<file path="src/rtl/multi_channel_system_timer_pkg.sv">
// Shared types and register map for the multi-channel machine timer.
// Latency: none (types and constants only).
// Backpressure: none; the peripheral bus is single-cycle and always ready.
package multi_channel_system_timer_pkg;

  localparam int MST_ADDR_W = 8;

  // Global word offsets
  localparam logic [MST_ADDR_W-1:0] MST_MTIME_L = 8'd0;
  localparam logic [MST_ADDR_W-1:0] MST_MTIME_H = 8'd1;
  localparam logic [MST_ADDR_W-1:0] MST_CTRL    = 8'd2;
  localparam logic [MST_ADDR_W-1:0] MST_STATUS  = 8'd3;

  // Channel k occupies words MST_CH_BASE + 4k .. +3
  localparam int         MST_CH_BASE   = 4;
  localparam logic [1:0] MST_CH_CMP_L  = 2'd0;
  localparam logic [1:0] MST_CH_CMP_H  = 2'd1;
  localparam logic [1:0] MST_CH_PERIOD = 2'd2;
  localparam logic [1:0] MST_CH_CTRL   = 2'd3;

  localparam logic [63:0] MST_CMP_RESET = 64'hFFFF_FFFF_FFFF_FFFF;

  typedef struct packed {
    logic [MST_ADDR_W-1:0] raddr;
    logic [MST_ADDR_W-1:0] waddr;
    logic [31:0]           wdata;
  } sys_peripheral_t;

  typedef struct packed {
    logic ren;
    logic wen;
  } sel_t;

  // CTRL word layout: [0] enable, [8+:prescale width] prescale
  typedef struct packed {
    logic [23:0] prescale;
    logic [6:0]  rsvd;
    logic        en;
  } mst_ctrl_t;

  // CHCTRL word layout: [0] en, [1] periodic, [2] inten
  typedef struct packed {
    logic [28:0] rsvd;
    logic        inten;
    logic        periodic;
    logic        en;
  } mst_chctrl_t;

  // Address bits [7:2] that select channel k's 4-word block
  function automatic logic [MST_ADDR_W-3:0] mst_ch_block(input int k);
    return (MST_ADDR_W-2)'(MST_CH_BASE / 4 + k);
  endfunction

endpackage

</file>
<file path="src/rtl/multi_channel_system_timer_if.sv">
// System-peripheral bus bundle: shared address/data, per-slave selects, read data.
// Latency: read data is registered one cycle after the read select.
// Backpressure: none; every access completes in one cycle.
interface multi_channel_system_timer_if;
  import multi_channel_system_timer_pkg::*;

  sys_peripheral_t sys_share;
  sel_t            sel;
  logic [31:0]     rdata;

  modport master (output sys_share, output sel, input rdata);
  modport slave  (input sys_share, input sel, output rdata);
endinterface

</file>
<file path="src/rtl/mst_cmp_channel.sv">
// One compare channel: cmp/period/chctrl registers, hit, periodic advance, pending, irq.
// Latency: pending 1 cycle after mtime/cmp change, irq 1 cycle after pending.
// Backpressure: none; register writes always accepted.
module mst_cmp_channel
  import multi_channel_system_timer_pkg::*;
(
  input  logic        hb_clk,
  input  logic        rst,
  input  logic [63:0] mtime,
  input  logic [3:0]  wr,       // one-hot by word: CMP_L, CMP_H, PERIOD, CHCTRL
  input  logic [31:0] wdata,
  input  logic        clr,      // STATUS write-1-to-clear for this channel
  output logic [63:0] cmp,
  output logic [31:0] period,
  output mst_chctrl_t chctrl,
  output logic        pending,
  output logic        irq
);

  logic        hit;
  logic        advance;
  logic        cmp_wr;
  logic [63:0] cmp_next;

  assign hit      = chctrl.en & (mtime >= cmp);
  assign advance  = hit & chctrl.periodic & (period != 32'd0);
  assign cmp_wr   = wr[MST_CH_CMP_L] | wr[MST_CH_CMP_H];
  assign cmp_next = cmp + {32'd0, period};

  // Compare value: CPU write wins over the periodic advance; one advance per cycle
  always_ff @(posedge hb_clk) begin
    if (rst) begin
      cmp <= MST_CMP_RESET;
    end else if (wr[MST_CH_CMP_L]) begin
      cmp[31:0] <= wdata;
    end else if (wr[MST_CH_CMP_H]) begin
      cmp[63:32] <= wdata;
    end else if (advance) begin
      cmp <= cmp_next;
    end
  end

  // Period and channel control registers
  always_ff @(posedge hb_clk) begin
    if (rst) begin
      period <= 32'd0;
      chctrl <= '0;
    end else begin
      if (wr[MST_CH_PERIOD]) period <= wdata;
      if (wr[MST_CH_CTRL])   chctrl <= '{rsvd: '0, inten: wdata[2], periodic: wdata[1], en: wdata[0]};
    end
  end

  // Pending: CMP write clears and dominates, then a hit sets, then W1C clears
  always_ff @(posedge hb_clk) begin
    if (rst)         pending <= 1'b0;
    else if (cmp_wr) pending <= 1'b0;
    else if (hit)    pending <= 1'b1;
    else if (clr)    pending <= 1'b0;
  end

  // Level interrupt, registered from pending
  always_ff @(posedge hb_clk) begin
    if (rst) irq <= 1'b0;
    else     irq <= pending & chctrl.inten;
  end

endmodule

</file>
<file path="src/rtl/multi_channel_system_timer.sv">
// 64-bit machine timer with tick prescaler and NUM_CMP compare channels.
// Latency: mtime edge -> irq 2 cycles; read data 1 cycle after ren.
// Backpressure: none; bus accesses always complete in one cycle.
module multi_channel_system_timer
  import multi_channel_system_timer_pkg::*;
#(
  parameter int NUM_CMP    = 4,
  parameter int PRESCALE_W = 8
) (
  input  logic                       hb_clk,
  input  logic                       rst,
  input  logic                       tick_src,
  multi_channel_system_timer_if.slave bus,
  output logic [NUM_CMP-1:0]         irq,
  output logic                       mtimer_int
);

  logic                  tick_q;
  logic                  tick;
  logic                  inc;
  logic [PRESCALE_W-1:0] cnt;
  logic [63:0]           mtime;
  mst_ctrl_t             ctrl;

  logic                  wen;
  logic [MST_ADDR_W-1:0] waddr;
  logic [MST_ADDR_W-1:0] raddr;
  logic [31:0]           wdata;
  logic                  wr_mtime_l, wr_mtime_h, wr_ctrl, wr_status;

  logic [63:0]           ch_cmp    [NUM_CMP];
  logic [31:0]           ch_period [NUM_CMP];
  mst_chctrl_t           ch_ctrl   [NUM_CMP];
  logic [NUM_CMP-1:0]    pending;
  logic [31:0]           rd_val;

  assign wen   = bus.sel.wen;
  assign waddr = bus.sys_share.waddr;
  assign raddr = bus.sys_share.raddr;
  assign wdata = bus.sys_share.wdata;

  assign wr_mtime_l = wen & (waddr == MST_MTIME_L);
  assign wr_mtime_h = wen & (waddr == MST_MTIME_H);
  assign wr_ctrl    = wen & (waddr == MST_CTRL);
  assign wr_status  = wen & (waddr == MST_STATUS);

  // tick_src is a slow data input; its rising edge is one prescaler step
  assign tick = tick_src & ~tick_q;
  assign inc  = ctrl.en & tick & (cnt == ctrl.prescale[PRESCALE_W-1:0]);

  // Tick edge detect and prescaler; a CTRL write restarts the prescale phase
  always_ff @(posedge hb_clk) begin
    if (rst) begin
      tick_q <= 1'b0;
      cnt    <= '0;
    end else begin
      tick_q <= tick_src;
      if (wr_ctrl)               cnt <= '0;
      else if (ctrl.en && tick)  cnt <= inc ? '0 : cnt + 1'b1;
    end
  end

  // Timer control register
  always_ff @(posedge hb_clk) begin
    if (rst)          ctrl <= '0;
    else if (wr_ctrl) ctrl <= '{prescale: 24'(wdata[8 +: PRESCALE_W]), rsvd: '0, en: wdata[0]};
  end

  // mtime: a CPU write to either half drops that cycle's increment
  always_ff @(posedge hb_clk) begin
    if (rst)             mtime <= 64'd0;
    else if (wr_mtime_l) mtime[31:0]  <= wdata;
    else if (wr_mtime_h) mtime[63:32] <= wdata;
    else if (inc)        mtime <= mtime + 64'd1;
  end

  for (genvar k = 0; k < NUM_CMP; k++) begin : g_ch
    logic       ch_wsel;
    logic [3:0] ch_wr;

    assign ch_wsel = wen & (waddr[MST_ADDR_W-1:2] == mst_ch_block(k));
    assign ch_wr   = ch_wsel ? (4'b0001 << waddr[1:0]) : 4'b0000;

    mst_cmp_channel u_ch (
      .hb_clk  (hb_clk),
      .rst     (rst),
      .mtime   (mtime),
      .wr      (ch_wr),
      .wdata   (wdata),
      .clr     (wr_status & wdata[k]),
      .cmp     (ch_cmp[k]),
      .period  (ch_period[k]),
      .chctrl  (ch_ctrl[k]),
      .pending (pending[k]),
      .irq     (irq[k])
    );
  end

  assign mtimer_int = irq[0];

  // Read mux; anything not decoded reads as zero
  always_comb begin
    rd_val = 32'd0;
    case (raddr)
      MST_MTIME_L: rd_val = mtime[31:0];
      MST_MTIME_H: rd_val = mtime[63:32];
      MST_CTRL:    rd_val = ctrl;
      MST_STATUS:  rd_val = 32'(pending);
      default:     rd_val = 32'd0;
    endcase
    for (int k = 0; k < NUM_CMP; k++) begin
      if (raddr[MST_ADDR_W-1:2] == mst_ch_block(k)) begin
        case (raddr[1:0])
          MST_CH_CMP_L:  rd_val = ch_cmp[k][31:0];
          MST_CH_CMP_H:  rd_val = ch_cmp[k][63:32];
          MST_CH_PERIOD: rd_val = ch_period[k];
          default:       rd_val = ch_ctrl[k];
        endcase
      end
    end
  end

  // Registered read data, held between reads
  always_ff @(posedge hb_clk) begin
    if (rst)              bus.rdata <= 32'd0;
    else if (bus.sel.ren) bus.rdata <= rd_val;
  end

endmodule

</file>
<file path="src/flat_wrapper.sv">
// flat-port wrapper written by rule: the top's interface ports become plain ports
module multi_channel_system_timer_flat import multi_channel_system_timer_pkg::*;
#(
  parameter int NUM_CMP    = 4,
  parameter int PRESCALE_W = 8
)
  (hb_clk, rst, tick_src, irq, mtimer_int, bus_sys_share, bus_sel, bus_rdata);
  multi_channel_system_timer_if bus_i ();
  input  logic hb_clk;
  input  logic rst;
  input  logic tick_src;
  output logic [NUM_CMP-1:0] irq;
  output logic mtimer_int;
  input wire logic [$bits(bus_i.sys_share)-1:0] bus_sys_share;
  input wire logic [$bits(bus_i.sel)-1:0] bus_sel;
  output wire logic [$bits(bus_i.rdata)-1:0] bus_rdata;
  assign bus_i.sys_share = bus_sys_share;
  assign bus_i.sel = bus_sel;
  assign bus_rdata = bus_i.rdata;
  multi_channel_system_timer #(.NUM_CMP(NUM_CMP), .PRESCALE_W(PRESCALE_W)) u_core (.hb_clk(hb_clk), .rst(rst), .tick_src(tick_src), .bus(bus_i), .irq(irq), .mtimer_int(mtimer_int));
endmodule
</file>
<file path="config.mk">
export PLATFORM = sky130hd
export DESIGN_NAME = multi_channel_system_timer_flat
export DESIGN_NICKNAME = d
export VERILOG_FILES = /design/src/rtl/multi_channel_system_timer_pkg.sv /design/src/rtl/multi_channel_system_timer_if.sv /design/src/rtl/mst_cmp_channel.sv /design/src/rtl/multi_channel_system_timer.sv /design/src/flat_wrapper.sv
export SDC_FILE = /design/constraint.sdc
export NUM_CORES = 2
export LEC_CHECK = 0
export CAP_MARGIN = 25
export CELL_PAD_IN_SITES_DETAIL_PLACEMENT = 1
export CELL_PAD_IN_SITES_GLOBAL_PLACEMENT = 1
export CORE_AREA = 2 2 366 368
export DETAILED_ROUTE_END_ITERATION = 8
export DIE_AREA = 0 0 368 370
export PLACE_DENSITY = 0.57
export SYNTH_ARGS = -nofsm -noshare
export SYNTH_HDL_FRONTEND = slang
export SYNTH_SLANG_ARGS = --single-unit
</file>
<file path="constraint.sdc">
create_clock -name hb_clk -period 4.4 [get_ports hb_clk]
set_input_delay 0.88 -clock hb_clk [delete_from_list [all_inputs] [get_ports hb_clk]]
set_output_delay 0.88 -clock hb_clk [all_outputs]
set_load 0.01 [all_outputs]
</file>
* Word level (Yosys, flattened, before mapping)
Cells that the tools add are included.
** Word-level totals
- Bits in registers :: 518
- Output and inout bits :: 37
- Word-level logic and storage cells :: 192
** Cells by class
- $add $sub $neg :: 6
- Magnitude comparators :: 4
- Equality and inequality tests :: 22
- Shift-type cells :: 1
- Multiplexer cells :: 42
- Bitwise operators :: 41
- Reductions and logical operators :: 37
** Operators with widths (count)
- 32-bit 2-to-1 mux :: 19
- 32-bit one-hot mux with 3 select lines :: 4
- 64-bit 2-to-1 mux :: 5
- 64-bit by 32-bit adder with 64-bit output :: 4
- 64-bit >= comparator :: 4
- 32-bit one-hot mux with 4 select lines :: 1
- 32-bit nonzero test :: 4
- 64-bit by 1-bit adder with 64-bit output (second input constant) :: 1
- 8-bit by 2-bit == test with 1-bit output (second input constant) :: 4
- 1-bit bitwise AND :: 31
- 2-bit nonzero test :: 14
- 6-bit by 2-bit == test with 1-bit output (second input constant) :: 4
- 2-bit AND reduction :: 10
- 8-bit by 1-bit == test with 1-bit output (second input constant) :: 2
- 8-bit zero test :: 2
- 4-bit 2-to-1 mux :: 4
- 6-bit by 1-bit == test with 1-bit output (second input constant) :: 2
- 6-bit by 3-bit == test with 1-bit output (second input constant) :: 2
- 2-bit OR reduction :: 5
- 8-bit by 1-bit adder with 8-bit output (second input constant) :: 1
- 8-bit == test :: 1
- 1-bit 2-to-1 mux :: 8
- 8-bit 2-to-1 mux :: 1
- 2-bit != test (second input constant) :: 4
- 8 further kinds :: 16

* Longest topological paths before layout
- Depth in word-level cells :: 7
- Mapped depth :: 16
- Mapped depth without buffers :: 14

* Modules after synthesis
Synthesis repeated with hierarchy kept, for this count alone.
** Second synthesis, totals
- Cell total of the unflattened synthesis :: 5375
- Area total of the unflattened synthesis :: 43750.7 um^2
** By module, submodules not included
- mst_cmp_channel (u_core.g_ch[0].u_ch ...) :: times used 3, cells each 1042, area an instance 8177.8 um^2
- multi_channel_system_timer :: times used 1, cells each 1147, area an instance 10697.8 um^2
- mst_cmp_channel (u_core.g_ch[1].u_ch) :: times used 1, cells each 1102, area an instance 8519.4 um^2

* Worst setup path after synthesis
OpenSTA, ideal clock, no wires.
- Kind :: register to register
- From :: reg u_core.g_ch[2].u_ch.period[0]
- To :: reg u_core.g_ch[2].u_ch.cmp[52]
- Arrival :: 3.423 ns
- Slack :: 0.891 ns
- Stages on the path, launching flop included :: 15
- Cells stage by stage :: dfxtp_1 -> ha_1 -> inv_1 -> fa_1 -> nor2b_1 -> o21ai_1 -> a21oi_1 -> o21ai_0 -> a31oi_1 -> a211o_1 -> a221oi_2 -> or4_1 -> or4_1 -> and4_1 -> a211oi_1
** On the way
- Cells in the longest elaborated chain, start to end :: 4
- Elaborated cells between the ends (all ways) :: 7
- Classes of those cells :: add/sub (1); mux (2); bitwise (1); reduce/logical (3)
** RTL lines
- start: declaration :: RTL line mst_cmp_channel.sv:14 : output logic [31:0] period,
- start signal: assignment :: RTL line mst_cmp_channel.sv:49 : if (wr[MST_CH_PERIOD]) period <= wdata;
- branches (longest 4 deep; another with 64-bit by 32-bit adder with 64-bit output)
- end signal: assignment :: RTL line mst_cmp_channel.sv:37 : cmp[63:32] <= wdata;
- end signal: assignment :: RTL line mst_cmp_channel.sv:39 : cmp <= cmp_next;
- end: declaration :: RTL line mst_cmp_channel.sv:13 : output logic [63:0] cmp,
Several ways; the timed one is not identified. The select of a mux whose other input is x is not followed.
A chain may end at the register's enable or synchronous reset.

* Final worst setup path
- From :: reg u_core.mtime[0]
- To :: reg u_core.g_ch[3].u_ch.cmp[7]
** On the way
- Cells in the longest elaborated chain, start to end :: 6
** RTL lines
- start: declaration :: RTL line multi_channel_system_timer.sv:22 : logic [63:0] mtime;
- start signal: assignment :: RTL line multi_channel_system_timer.sv:72 : else if (wr_mtime_l) mtime[31:0] <= wdata;
- start signal: assignment :: RTL line multi_channel_system_timer.sv:74 : else if (inc) mtime <= mtime + 64'd1;
- 64-bit >= comparator :: RTL line mst_cmp_channel.sv:25 : assign hit = chctrl.en & (mtime >= cmp);
- 1-bit bitwise AND :: RTL line mst_cmp_channel.sv:25
- 1-bit bitwise AND (2 in series) :: RTL line mst_cmp_channel.sv:26 : assign advance = hit & chctrl.periodic & (period != 32'd0);
- 2-bit nonzero test (no line)
- 2-bit AND reduction (no line)
- end signal: assignment :: RTL line mst_cmp_channel.sv:35 : cmp[31:0] <= wdata;
- end signal: assignment :: RTL line mst_cmp_channel.sv:39
- end: declaration :: RTL line mst_cmp_channel.sv:13
No other way between the ends.

==> flow_metrics.tcl <==
set metrics [dict create \
    grt_antenna_before_repair 18 \
    core_area_mm2 0.132 \
    top_layer "met5" \
    synth-main-ff-cell "dfxtp_1" \
    grt_pass1_vias 42600 \
    final_antenna_net_count 0 \
    crit_arrival_ns 4.86 \
    async_flop_share_pct 0 \
    synth_edf_count 0 \
    wl_met1_mm 98.5 \
    place_inst 7001 \
    final_cells 7135 \
    pwr_density_cell_mw_per_mm2 265 \
    maxCapViolCount 0 \
    die_w_um 368 \
    synth_top_area_cell "dfxtp_1" \
    synth_area_per_cell_um2 7.62 \
    dieArea_mm2 0.136 \
    synth_seq_cells 518 \
    grtUsageTotal_pct 32.3 \
    drc 0 \
    place.port_buffers 89 \
    grt_max_degree 140 \
    place_ws_ns -0.273 \
    first_iter_violations 4604 \
    period_minus_slack_ns 4.33 \
    clock-sinks 518 \
    layout-drive-gt1-share_pct 9.64 \
    area_growth_pct 17.4 \
    filler_cell_count 16000 \
    drt_pass1_iterations 6 \
    clkTransAtPathRegs_ns 0.06 \
    maxSlewHeadroom_pct 19.2 \
    post_synth_num_cell_types 90 \
    start_util_pct 29.8 \
    syn_area_mm2 0.0395 \
    syn-num-nets 5627 \
    layout_common_cells "nand2_1 (585), a21oi_1 (567), dfxtp_1 (518)" \
    io_pins 90 \
    vias_per_cell 6.13 \
    tritoncts "built" \
    finalClockSkew_ns 0.0251 \
    seq_area_frac_synth_pct 26.2 \
    leakage_nw 22.9 \
    fin_area_mm2 0.0464 \
    crit_type "register to register" \
    cts_buffers 73 \
    synthCells 5184 \
    timing.fmax_mhz 231 \
    hold_violations 0 \
    vias 43700 \
    fin_crit_sh_pct 98.5 \
    yosysWarnings 0 \
    required_ns 4.92 \
    wl_per_cell_um 31.8 \
    crit_fanout 16 \
    grt_pass1_wl_mm 321 \
    setup_ws_ns 0.0651 \
    hpwl_mm 168 \
    wl_met3_mm 18.1 \
    die_h_um 370 \
    rsz0062_at_grt "false" \
    reg2reg_slack_ns 0.07 \
    netlist_top_cells_area "dfxtp_1 (26%), ha_1 (12%), a21oi_1 (7.2%)" \
    placed_area_mm2 0.0439 \
    layout_commonest_cell "nand2_1" \
    hold_class "register to register" \
    setup_viol 0 \
    cts_root_buffer "clkbuf_16" \
    wl_met2_mm 97.3 \
    cts_max_level 3 \
    start_kind "register" \
    nets 5751 \
    totalWireLength_mm 227 \
    clock_latency_ns 0.67 \
    endpoint_kind "register" \
    status "complete, no violations" \
    place.gp.congestion 0.978 \
    worst_pin_slew_ns 1.21 \
    overflow 0 \
    ir_drop_uv 248 \
    setup_tns_ns 0 \
    rows 134 \
    final_max_slew_viol_count 0 \
    yosysTopAreaCellShare_pct 26.2 \
    clockBufferDepth 3 \
]
## final cells by class
cell class	count	area, um2	share of cell area (%)
tap	1768	2210	4.77
clock buffer	104	2190	4.71
clock inverter	24	268	0.577
sequential	518	10400	22.3
timing repair buffer	383	3410	7.34
inverter	304	1140	2.46
antenna	6	15.0	0.0324
multi-input combinational	4028	26800	57.8
## report_power, final
part	internal (mW)	total (mW)	switching, mW
registers	4.71	4.75	0.0382
clock network	3.74	6.35	2.61
logic	0.334	1.20	0.870
## layer usage
layer  GRT usage, %  up-vias
li1               -    19400
met2           49.4     1819
met1           43.1    22000
met4           16.3       12
met3           6.38      466
met5              0        -
## repair_timing
item	4_1_cts	5_1_grt
setup endpoints to repair	0	4
buffers inserted	0	0
gates resized for setup	0	2
endpoints found under the hold margin	0	0
hold buffers	0	0
## flip-flops by register name, summed over array words and instances, names as in the netlist
name and cells:
u_core.g_ch.u_ch.irq 4, u_core.cnt 8, u_core.ctrl 9, u_core.mtime 64, u_core.g_ch.u_ch.cmp 256, u_core.tick_q 1, u_core.g_ch.u_ch.chctrl 12, u_core.g_ch.u_ch.period 128
u_core.bus.rdata 32, u_core.g_ch.u_ch.pending 4
## worst paths after layout
path                                                    end                   startpoint  cells past startpoint
worst min register to register  u_core.g_ch[2].u_ch.cmp[10]  u_core.g_ch[2].u_ch.cmp[10]                      2
worst max register to register   u_core.g_ch[3].u_ch.cmp[7]              u_core.mtime[0]                     16
worst max-delay path             u_core.g_ch[3].u_ch.cmp[7]              u_core.mtime[0]                     16
worst min-delay path            u_core.g_ch[2].u_ch.cmp[10]  u_core.g_ch[2].u_ch.cmp[10]                      2
## through the flow
step	hold WS (ns)	utilization [%]	total power, mW
4_1_cts	0.491	35.0	12.3
3_5_place_dp	0.482	33.2	6.01
3_3_place_gp	0.470	33.1	6.00
6_report	0.486	35.0	12.3
2_1_floorplan	0.447	-	5.34
5_1_grt	0.515	35.0	12.6
## critical path, stage by stage (launching register included)
cell,delay (ns)
dfxtp_1,0.38
inv_1,0.48
ha_1,0.25
nor2b_1,0.05
o211a_1,0.20
o21ai_0,0.19
buf_4,0.15
o211ai_1,0.14
a221oi_1,0.90
o211ai_1,0.26
buf_4,0.22
nand2b_2,0.07
buf_4,0.22
buf_4,0.30
nor2_1,0.08
a221oi_1,0.22
nand2_1,0.08
## cells by family (layout without fill, tap and decap cells)
family                   count (synthesis)  after routing  synth area share (%)
AO/OA/AOI/OAI                         1626           1626                  26.4
XOR/XNOR                               175            175                  3.88
adder cells (fa/ha/maj)                390            390                  12.4
buffers and inverters                  638            815                  6.15
flip-flops                             518            518                  26.2
multiplexers                           176            176                  4.86
other                                    0              6                     0
AND/OR/NAND/NOR                       1661           1661                  20.1
## cell usage after synthesis (27+ instances only)
cell type  number
o21ai_0       266
ha_1          386
a21o_1        155
xnor2_1        96
nor2_1        369
nand4_1       113
a31oi_1        29
o22ai_1        79
or3_1          27
nand2_1       586
nor2b_1        33
and3_1         49
mux2i_1       157
a221oi_1      106
xor2_1         79
nor4_1        105
clkbuf_1      302
dfxtp_1       518
a21oi_1       568
a211oi_1       87
nor3_1        111
o211ai_1       79
nand3_1       128
o311ai_0       37
inv_1         304
(Power assumes the default switching activity.)
